==> src/rtl/dw02_mult_3_stage_pkg.sv <==
// ---------------------------------------------------------------------------
// dw02_mult_3_stage_pkg
//
// Purpose : Width helpers shared by the pipelined multiplier and its
//           partial-product stage. Keeping the result width and the B split
//           point in one place guarantees the top level and the bench-visible
//           stage boundary agree on where B is cut.
// Ports   : none (package).
// ---------------------------------------------------------------------------
package dw02_mult_3_stage_pkg;

  // Full product width: exact for both signed and unsigned operands.
  function automatic int prod_width(input int a_w, input int b_w);
    return a_w + b_w;
  endfunction

  // Number of low-order B bits that form the (always unsigned) lo slice.
  // Floor division, so for odd B widths the hi slice is the larger one.
  function automatic int split_point(input int b_w);
    return b_w / 2;
  endfunction

endpackage : dw02_mult_3_stage_pkg

==> src/rtl/dw02_mult_3_stage_partial.sv <==
// ---------------------------------------------------------------------------
// mult_partial_stage
//
// Purpose : Combinational partial product a * slice, where each operand is
//           independently treated as two's-complement or unsigned. The result
//           is exact in A_width+S_width bits for every signedness mix:
//             signed   x signed   : |p| <= 2^(A+S-2)
//             signed   x unsigned : |p| <  2^(A+S-1)
//             unsigned x unsigned : p   <  2^(A+S)
//           so extending both operands to the result width and keeping the
//           low bits of the product yields the exact value.
//
// Ports   :
//   a            in  A_width          multiplicand
//   slice        in  S_width          slice of the multiplier
//   a_signed     in  1                1 = a is two's-complement
//   slice_signed in  1                1 = slice is two's-complement
//   product      out A_width+S_width  a * slice (signed iff either is signed)
// ---------------------------------------------------------------------------
module mult_partial_stage #(
  parameter int A_width = 8,
  parameter int S_width = 4
) (
  input  logic [A_width-1:0]         a,
  input  logic [S_width-1:0]         slice,
  input  logic                       a_signed,
  input  logic                       slice_signed,
  output logic [A_width+S_width-1:0] product
);

  localparam int PW = A_width + S_width;

  logic [PW-1:0] a_ext;
  logic [PW-1:0] slice_ext;

  // Sign- or zero-extend each operand to the result width; the modular
  // product of the extended values is then the exact mixed-sign product.
  assign a_ext     = {{S_width{a_signed & a[A_width-1]}}, a};
  assign slice_ext = {{A_width{slice_signed & slice[S_width-1]}}, slice};

  assign product = a_ext * slice_ext;

endmodule : mult_partial_stage

==> src/rtl/dw02_mult_3_stage.sv <==
// ---------------------------------------------------------------------------
// dw02_mult_3_stage
//
// Purpose : Two-register pipelined multiplier (the third stage is the
//           caller's operand register). Accepts a new A/B/TC every cycle and
//           presents the full-width product two rising CLK edges later.
//           B is split at K = B_width/2:
//             stage 1 : P_lo = A * B_lo (B_lo unsigned),
//                       P_hi = A * B_hi (B_hi signed when TC = 1)
//             stage 2 : PRODUCT = (P_hi << K) + P_lo
//           TC travels with its partial products so mixed-TC streams are
//           handled per operand pair.
//
// Ports   :
//   CLK      in  1                 rising-edge clock
//   reset_n  in  1                 asynchronous active-low reset, clears all
//                                  pipeline registers
//   A        in  A_width           multiplicand
//   B        in  B_width           multiplier
//   TC       in  1                 1 = two's-complement, 0 = unsigned
//   PRODUCT  out A_width+B_width   registered product A * B
// ---------------------------------------------------------------------------
module dw02_mult_3_stage
  import dw02_mult_3_stage_pkg::*;
#(
  parameter int A_width = 8,
  parameter int B_width = 8
) (
  input  logic                                     CLK,
  input  logic                                     reset_n,
  input  logic [A_width-1:0]                       A,
  input  logic [B_width-1:0]                       B,
  input  logic                                     TC,
  output logic [prod_width(A_width, B_width)-1:0]  PRODUCT
);

  localparam int PW   = prod_width(A_width, B_width);
  localparam int K    = split_point(B_width);
  localparam int HB_W = B_width - K;      // width of B_hi
  localparam int LW   = A_width + K;      // width of P_lo
  localparam int HW   = A_width + HB_W;   // width of P_hi

  // -------------------------------------------------------------------------
  // Stage 1: partial products (combinational from the inputs)
  // -------------------------------------------------------------------------
  logic [LW-1:0] p_lo_next;
  logic [HW-1:0] p_hi_next;

  // Low slice is a plain magnitude in both modes; only A carries a sign.
  mult_partial_stage #(
    .A_width (A_width),
    .S_width (K)
  ) u_partial_lo (
    .a            (A),
    .slice        (B[K-1:0]),
    .a_signed     (TC),
    .slice_signed (1'b0),
    .product      (p_lo_next)
  );

  // High slice holds B's sign bit, so it is signed whenever B is.
  mult_partial_stage #(
    .A_width (A_width),
    .S_width (HB_W)
  ) u_partial_hi (
    .a            (A),
    .slice        (B[B_width-1:K]),
    .a_signed     (TC),
    .slice_signed (TC),
    .product      (p_hi_next)
  );

  logic [LW-1:0] p_lo_reg;
  logic [HW-1:0] p_hi_reg;
  logic          tc_reg;

  always_ff @(posedge CLK or negedge reset_n) begin
    if (!reset_n) begin
      p_lo_reg <= '0;
      p_hi_reg <= '0;
      tc_reg   <= 1'b0;
    end else begin
      p_lo_reg <= p_lo_next;
      p_hi_reg <= p_hi_next;
      tc_reg   <= TC;
    end
  end

  // -------------------------------------------------------------------------
  // Stage 2: recombine. Both partials are signed values when tc_reg = 1
  // (signed A times anything), so they are sign-extended to the full width
  // before the shifted add; in unsigned mode they are zero-extended.
  // -------------------------------------------------------------------------
  logic [PW-1:0] p_lo_ext;
  logic [PW-1:0] p_hi_ext;
  logic [PW-1:0] product_next;
  logic [PW-1:0] product_reg;

  always_comb begin
    p_lo_ext     = {{HB_W{tc_reg & p_lo_reg[LW-1]}}, p_lo_reg};
    p_hi_ext     = {{K{tc_reg & p_hi_reg[HW-1]}}, p_hi_reg};
    // Bits shifted out above PW are discarded; the true product fits in PW.
    product_next = (p_hi_ext << K) + p_lo_ext;
  end

  always_ff @(posedge CLK or negedge reset_n) begin
    if (!reset_n) begin
      product_reg <= '0;
    end else begin
      product_reg <= product_next;
    end
  end

  assign PRODUCT = product_reg;

endmodule : dw02_mult_3_stage

==> config.mk <==
export PLATFORM = sky130hd
export DESIGN_NAME = dw02_mult_3_stage
export DESIGN_NICKNAME = d
export VERILOG_FILES = /design/src/rtl/dw02_mult_3_stage_pkg.sv /design/src/rtl/dw02_mult_3_stage_partial.sv /design/src/rtl/dw02_mult_3_stage.sv
export SDC_FILE = /design/constraint.sdc
export NUM_CORES = 1
export LEC_CHECK = 0
export ABC_AREA = 1
export CAP_MARGIN = 20
export CORE_ASPECT_RATIO = 1.4
export CORE_MARGIN = 1
export CORE_UTILIZATION = 60
export CTS_CLUSTER_DIAMETER = 150
export DETAILED_ROUTE_END_ITERATION = 16
export PLACE_DENSITY = 0.82
export SLEW_MARGIN = 5
export SYNTH_ARGS = -nofsm -noshare
export SYNTH_HDL_FRONTEND = slang
export SYNTH_SLANG_ARGS = --single-unit
==> constraint.sdc <==
create_clock -name CLK -period 1.95 [get_ports CLK]
set_input_delay 0.2925 -clock CLK [delete_from_list [all_inputs] [get_ports CLK]]
set_output_delay 0.2925 -clock CLK [all_outputs]
set_load 0.05 [all_outputs]
==> results_dict.tcl, run 1 <==
set metrics [dict create \
    async_reset_ff_frac 1.00 \
    dp_cells 756 \
    htree_levels 2 \
    port_buffers 34 \
    synth_nets 691 \
    yosysSeqAreaShare 0.231 \
    top_level_ports 35 \
    synth_area_leaders "dfrtp_1, fa_1, ha_1" \
    synth_warnings 0 \
    root_buffer "clkbuf_8" \
    place_area_sq_um 5570 \
    place_hpwl_mm 8.21 \
    synth_common_cells "inv_1, nand2_1, ha_1" \
    lastStage "global routing (5_1_grt)" \
    synth_cell_types 26 \
    error "[ERROR GRT-0232] Routing congestion too high. Check the congestion heatmap in the GUI." \
    chipWidth_microns 74.7 \
    synth.ff_latch_count 41 \
    syn_area_sq_um 4440 \
    synth_top_area_frac 0.231 \
    cts.sinks 41 \
    track_usage 0.622 \
    worst_endpoint "p_lo_reg[8]$_DFF_PN0_/D" \
    grt_max_degree 42 \
    status "did not finish" \
    gp_congestion 0.851 \
    yosysTopAreaCell "dfrtp_1" \
    synthFlopType "dfrtp_1" \
    start_util 0.628 \
    fp-row-count 36 \
    cts_made_buffers 5 \
    postSynthAreaPerCell_sq_um 7.67 \
    synth_edf_count 0 \
    worst-ep-kind "register input" \
    grt_overflow 3 \
    dieHeight_microns 104 \
    synth.most_common_cell "inv_1" \
    synthCells 579 \
    ctsLongestPathBuffers 2 \
]
-- routing by layer --
layer | GRT usage | GRT overflow
met5 | 0.0148 | 0
met4 | 0.623 | 2
met3 | 0.432 | 0
met2 | 0.808 | 1
met1 | 0.614 | 0
-- logic make-up after synthesis --
kind of cell | after synthesis | share of synthesized area
AND/OR/NAND/NOR | 219 | 0.204
buffers and inverters | 178 | 0.155
flip-flops | 41 | 0.231
adder cells (fa/ha/maj) | 93 | 0.331
AO/OA/AOI/OAI | 26 | 0.0349
XOR/XNOR | 22 | 0.0434
-- stage by stage --
step / hold slack, ns / worst slack, ns / setup TNS, ns
floorplan: -0.00309 / -1.13 / -13.00
global placement: 0.335 / -1.75 / -26.21
detailed placement: 0.340 / -1.84 / -27.58
CTS: 0.130 / -1.06 / -12.77
-- what timing repair did --
action / 4_1_cts
setup endpoints to repair: 18
buffers inserted: 17
resized for setup: 165
hold buffers: 0
cloned: 1
pin swaps: 65
==> inputs of run 2 (changes only) <==
- CORE_ASPECT_RATIO: 1.4 -> default
- CORE_UTILIZATION: 60 -> 40
- CTS_CLUSTER_DIAMETER: 150 -> default
- PLACE_DENSITY: 0.82 -> default
- PLACE_DENSITY_LB_ADDON: default -> 0.15
==> run 2 against run 1 <==
- the flow now finishes, with violations (negative setup slack)
- synthesized area did not move
- synthesized cell count is the same
==> results_dict.tcl, run 2 <==
set metrics [dict create \
    status "finished with violations" \
    violations "negative setup slack" \
    cts_made_buffers 5 \
    drt_iter0_markers 96 \
    place_hpwl_mm 7.42 \
    n_antenna_cell 0 \
    power_density_nw_per_um2 975 \
    yosysSeqAreaShare 0.231 \
    synth_common_cells "inv_1, nand2_1, ha_1" \
    top_level_ports 35 \
    async_reset_ff_frac 1.00 \
    max_slew.worst_pin.slew_ns 0.529 \
    gp_congestion 0.824 \
    period_needed_ns 2.87 \
    cts.sinks 41 \
    fp-row-count 38 \
    grt_antenna_before_repair 0 \
    htree_levels 2 \
    synth_cell_types 26 \
    grt_max_degree 42 \
    synth_area_leaders "dfrtp_1, fa_1, ha_1" \
    path_clk_slew_ns 0.08 \
    first_global_vias 3842 \
    drc 0 \
    start_util 0.410 \
    drt_pre_antenna_iters 4 \
    synthCells 579 \
    grt_pass1_wl_mm 16.8 \
    chipWidth_microns 107 \
    critPathCaptureType "register" \
    port_buffers 34 \
    fin_nets 798 \
    synth.most_common_cell "inv_1" \
    grt_overflow 0 \
    synth_warnings 0 \
    core_sq_um 10800 \
    finalCritPeriodShare 1.47 \
    p_leak_uw 0.00357 \
    setup_ws_ns -0.919 \
    largest_reg_flops 16 \
    crit_path_frequent_cell "nand2_1" \
    ctsLongestPathBuffers 2 \
    wl_mm 9.65 \
    cp_max_fo 5 \
    synth_edf_count 0 \
    synth.ff_latch_count 41 \
    wl_per_cell_microns 11.7 \
    hold_class "input port to async pin" \
    power_uw 6280 \
    root_buffer "clkbuf_8" \
    finalSetupViolCount 17 \
    syn_area_sq_um 4440 \
    relSlewSlack 0.647 \
    finalHoldViolations 0 \
    postSynthAreaPerCell_sq_um 7.67 \
    cts_hold_buffers 0 \
    layout-drive-gt1-share 0.351 \
    die_area_sq_um 11500 \
    dr_total_vias 3744 \
    synthFlopType "dfrtp_1" \
    cp_slowest_cell "fa_1" \
    finalClockSkew_ns 0.00627 \
    area_growth_pct 45.2 \
    peakVddDrop_uv 628 \
    viasPerCell 4.53 \
    pre_cts_slack_ns -1.84 \
    required_ns 2.13 \
    cts_tree "built" \
    cp-start-kind "input port" \
    fin_tns_setup_ns -11.55 \
    clk_latency_ns 0.30 \
    layout_common_cells "inv_1, nand2_1, buf_4" \
    yosysTopAreaCell "dfrtp_1" \
    path_class "input port to register" \
    rsz0062_at_grt "yes" \
    maxSlewViolCount 0 \
    track_usage 0.182 \
    arrival_ns 3.05 \
    max_cap_viol_count 0 \
    max_stage_delay_ns 0.52 \
    synth_nets 691 \
    fmax_mhz 348 \
    path_cells "buf_12, nand2_8, or2_4, fa_1, fa_1, fa_1, inv_2, fa_2, nand3_2, nand3_2, nand2_1, nand2_1, nand2_1, nand2_1, xor2_1" \
    final_common_cell "inv_1" \
    ant_nets 0 \
    dieHeight_microns 107 \
    fillers 962 \
    synth_top_area_frac 0.231 \
]
run 2: cell counts after synthesis:
No cell type changed its count.
run 2: critical path, delay by kind of cell:
family                   cells  cell delay, ns
XOR/XNOR                     1            0.14
adder cells (fa/ha/maj)      4            1.81
AND/OR/NAND/NOR              8            0.65
buffers and inverters        2            0.15
run 2: kinds of logic (layout without fill, tap and decap cells):
family | count (synthesis) | count (layout) | share of synthesized area
buf+inv | 178 | 286 | 0.155
fa+ha+maj | 93 | 93 | 0.331
xor+xnor | 22 | 22 | 0.0434
flops | 41 | 41 | 0.231
simple gates | 219 | 219 | 0.204
compound gates | 26 | 26 | 0.0349
run 2: repair_timing:
item	CTS	global route
cloned	1	0
gates resized for setup	189	37
hold endpoints to repair	0	0
buffers inserted	15	4
setup endpoints to repair	18	17
pin swaps	73	48
run 2: final cells by class:
cell class / count / area, sq um / share of cell area
clock buffer: 5 / 68.8 / 0.0107
clock inverter: 3 / 65.1 / 0.0101
inverter: 162 / 611 / 0.0947
multi-input combinational: 360 / 3390 / 0.526
sequential: 41 / 1030 / 0.159
tap: 140 / 175 / 0.0272
timing repair buffer: 116 / 1110 / 0.172
run 2: stage by stage:
step                      instances   util  cell area, sq um  hold WS [ns]
after global placement          800  0.519              5620         0.333
after global routing            827  0.595              6440         0.102
final                           827  0.595              6440        0.0503
after floorplan                 579      -              4880      -0.00309
after detailed placement        800  0.519              5620         0.336
after CTS                       824  0.579              6280        0.0752
run 2: path summary, 6_finish.rpt:
check | startpoint | end | slack [ns] | cells past startpoint
setup / recovery | B[7] | p_hi_reg[9] | -0.92 | 15
hold / removal | reset_n | PRODUCT[13] | 0.05 | 2
setup reg to reg | p_lo_reg[11] | PRODUCT[14] | 0.17 | 8
hold reg to reg | p_lo_reg[2] | PRODUCT[2] | 0.35 | 0
max in group asynchronous | reset_n | PRODUCT[1] | 1.53 | 2
min in group CLK | p_lo_reg[2] | PRODUCT[2] | 0.35 | 0
run 2: per-layer routing:
metal	up-vias	part of all wire	global-route usage
li1	1898	-	-
met1	1768	0.45	0.228
met2	66	0.51	0.336
met3	12	0.026	0.0151
met4	0	0.016	0.0450
met5	-	0	0
run 2: where the power goes:
| part | switching [uW] | leakage, uW | internal, uW |
|---|---|---|---|
| clock network | 309 | 0.0000681 | 509 |
| logic | 2360 | 0.00302 | 1800 |
| registers | 109 | 0.000488 | 1200 |
| total | 2780 | 0.00357 | 3510 |
No activity file was read; power rests on OpenSTA's default activity.
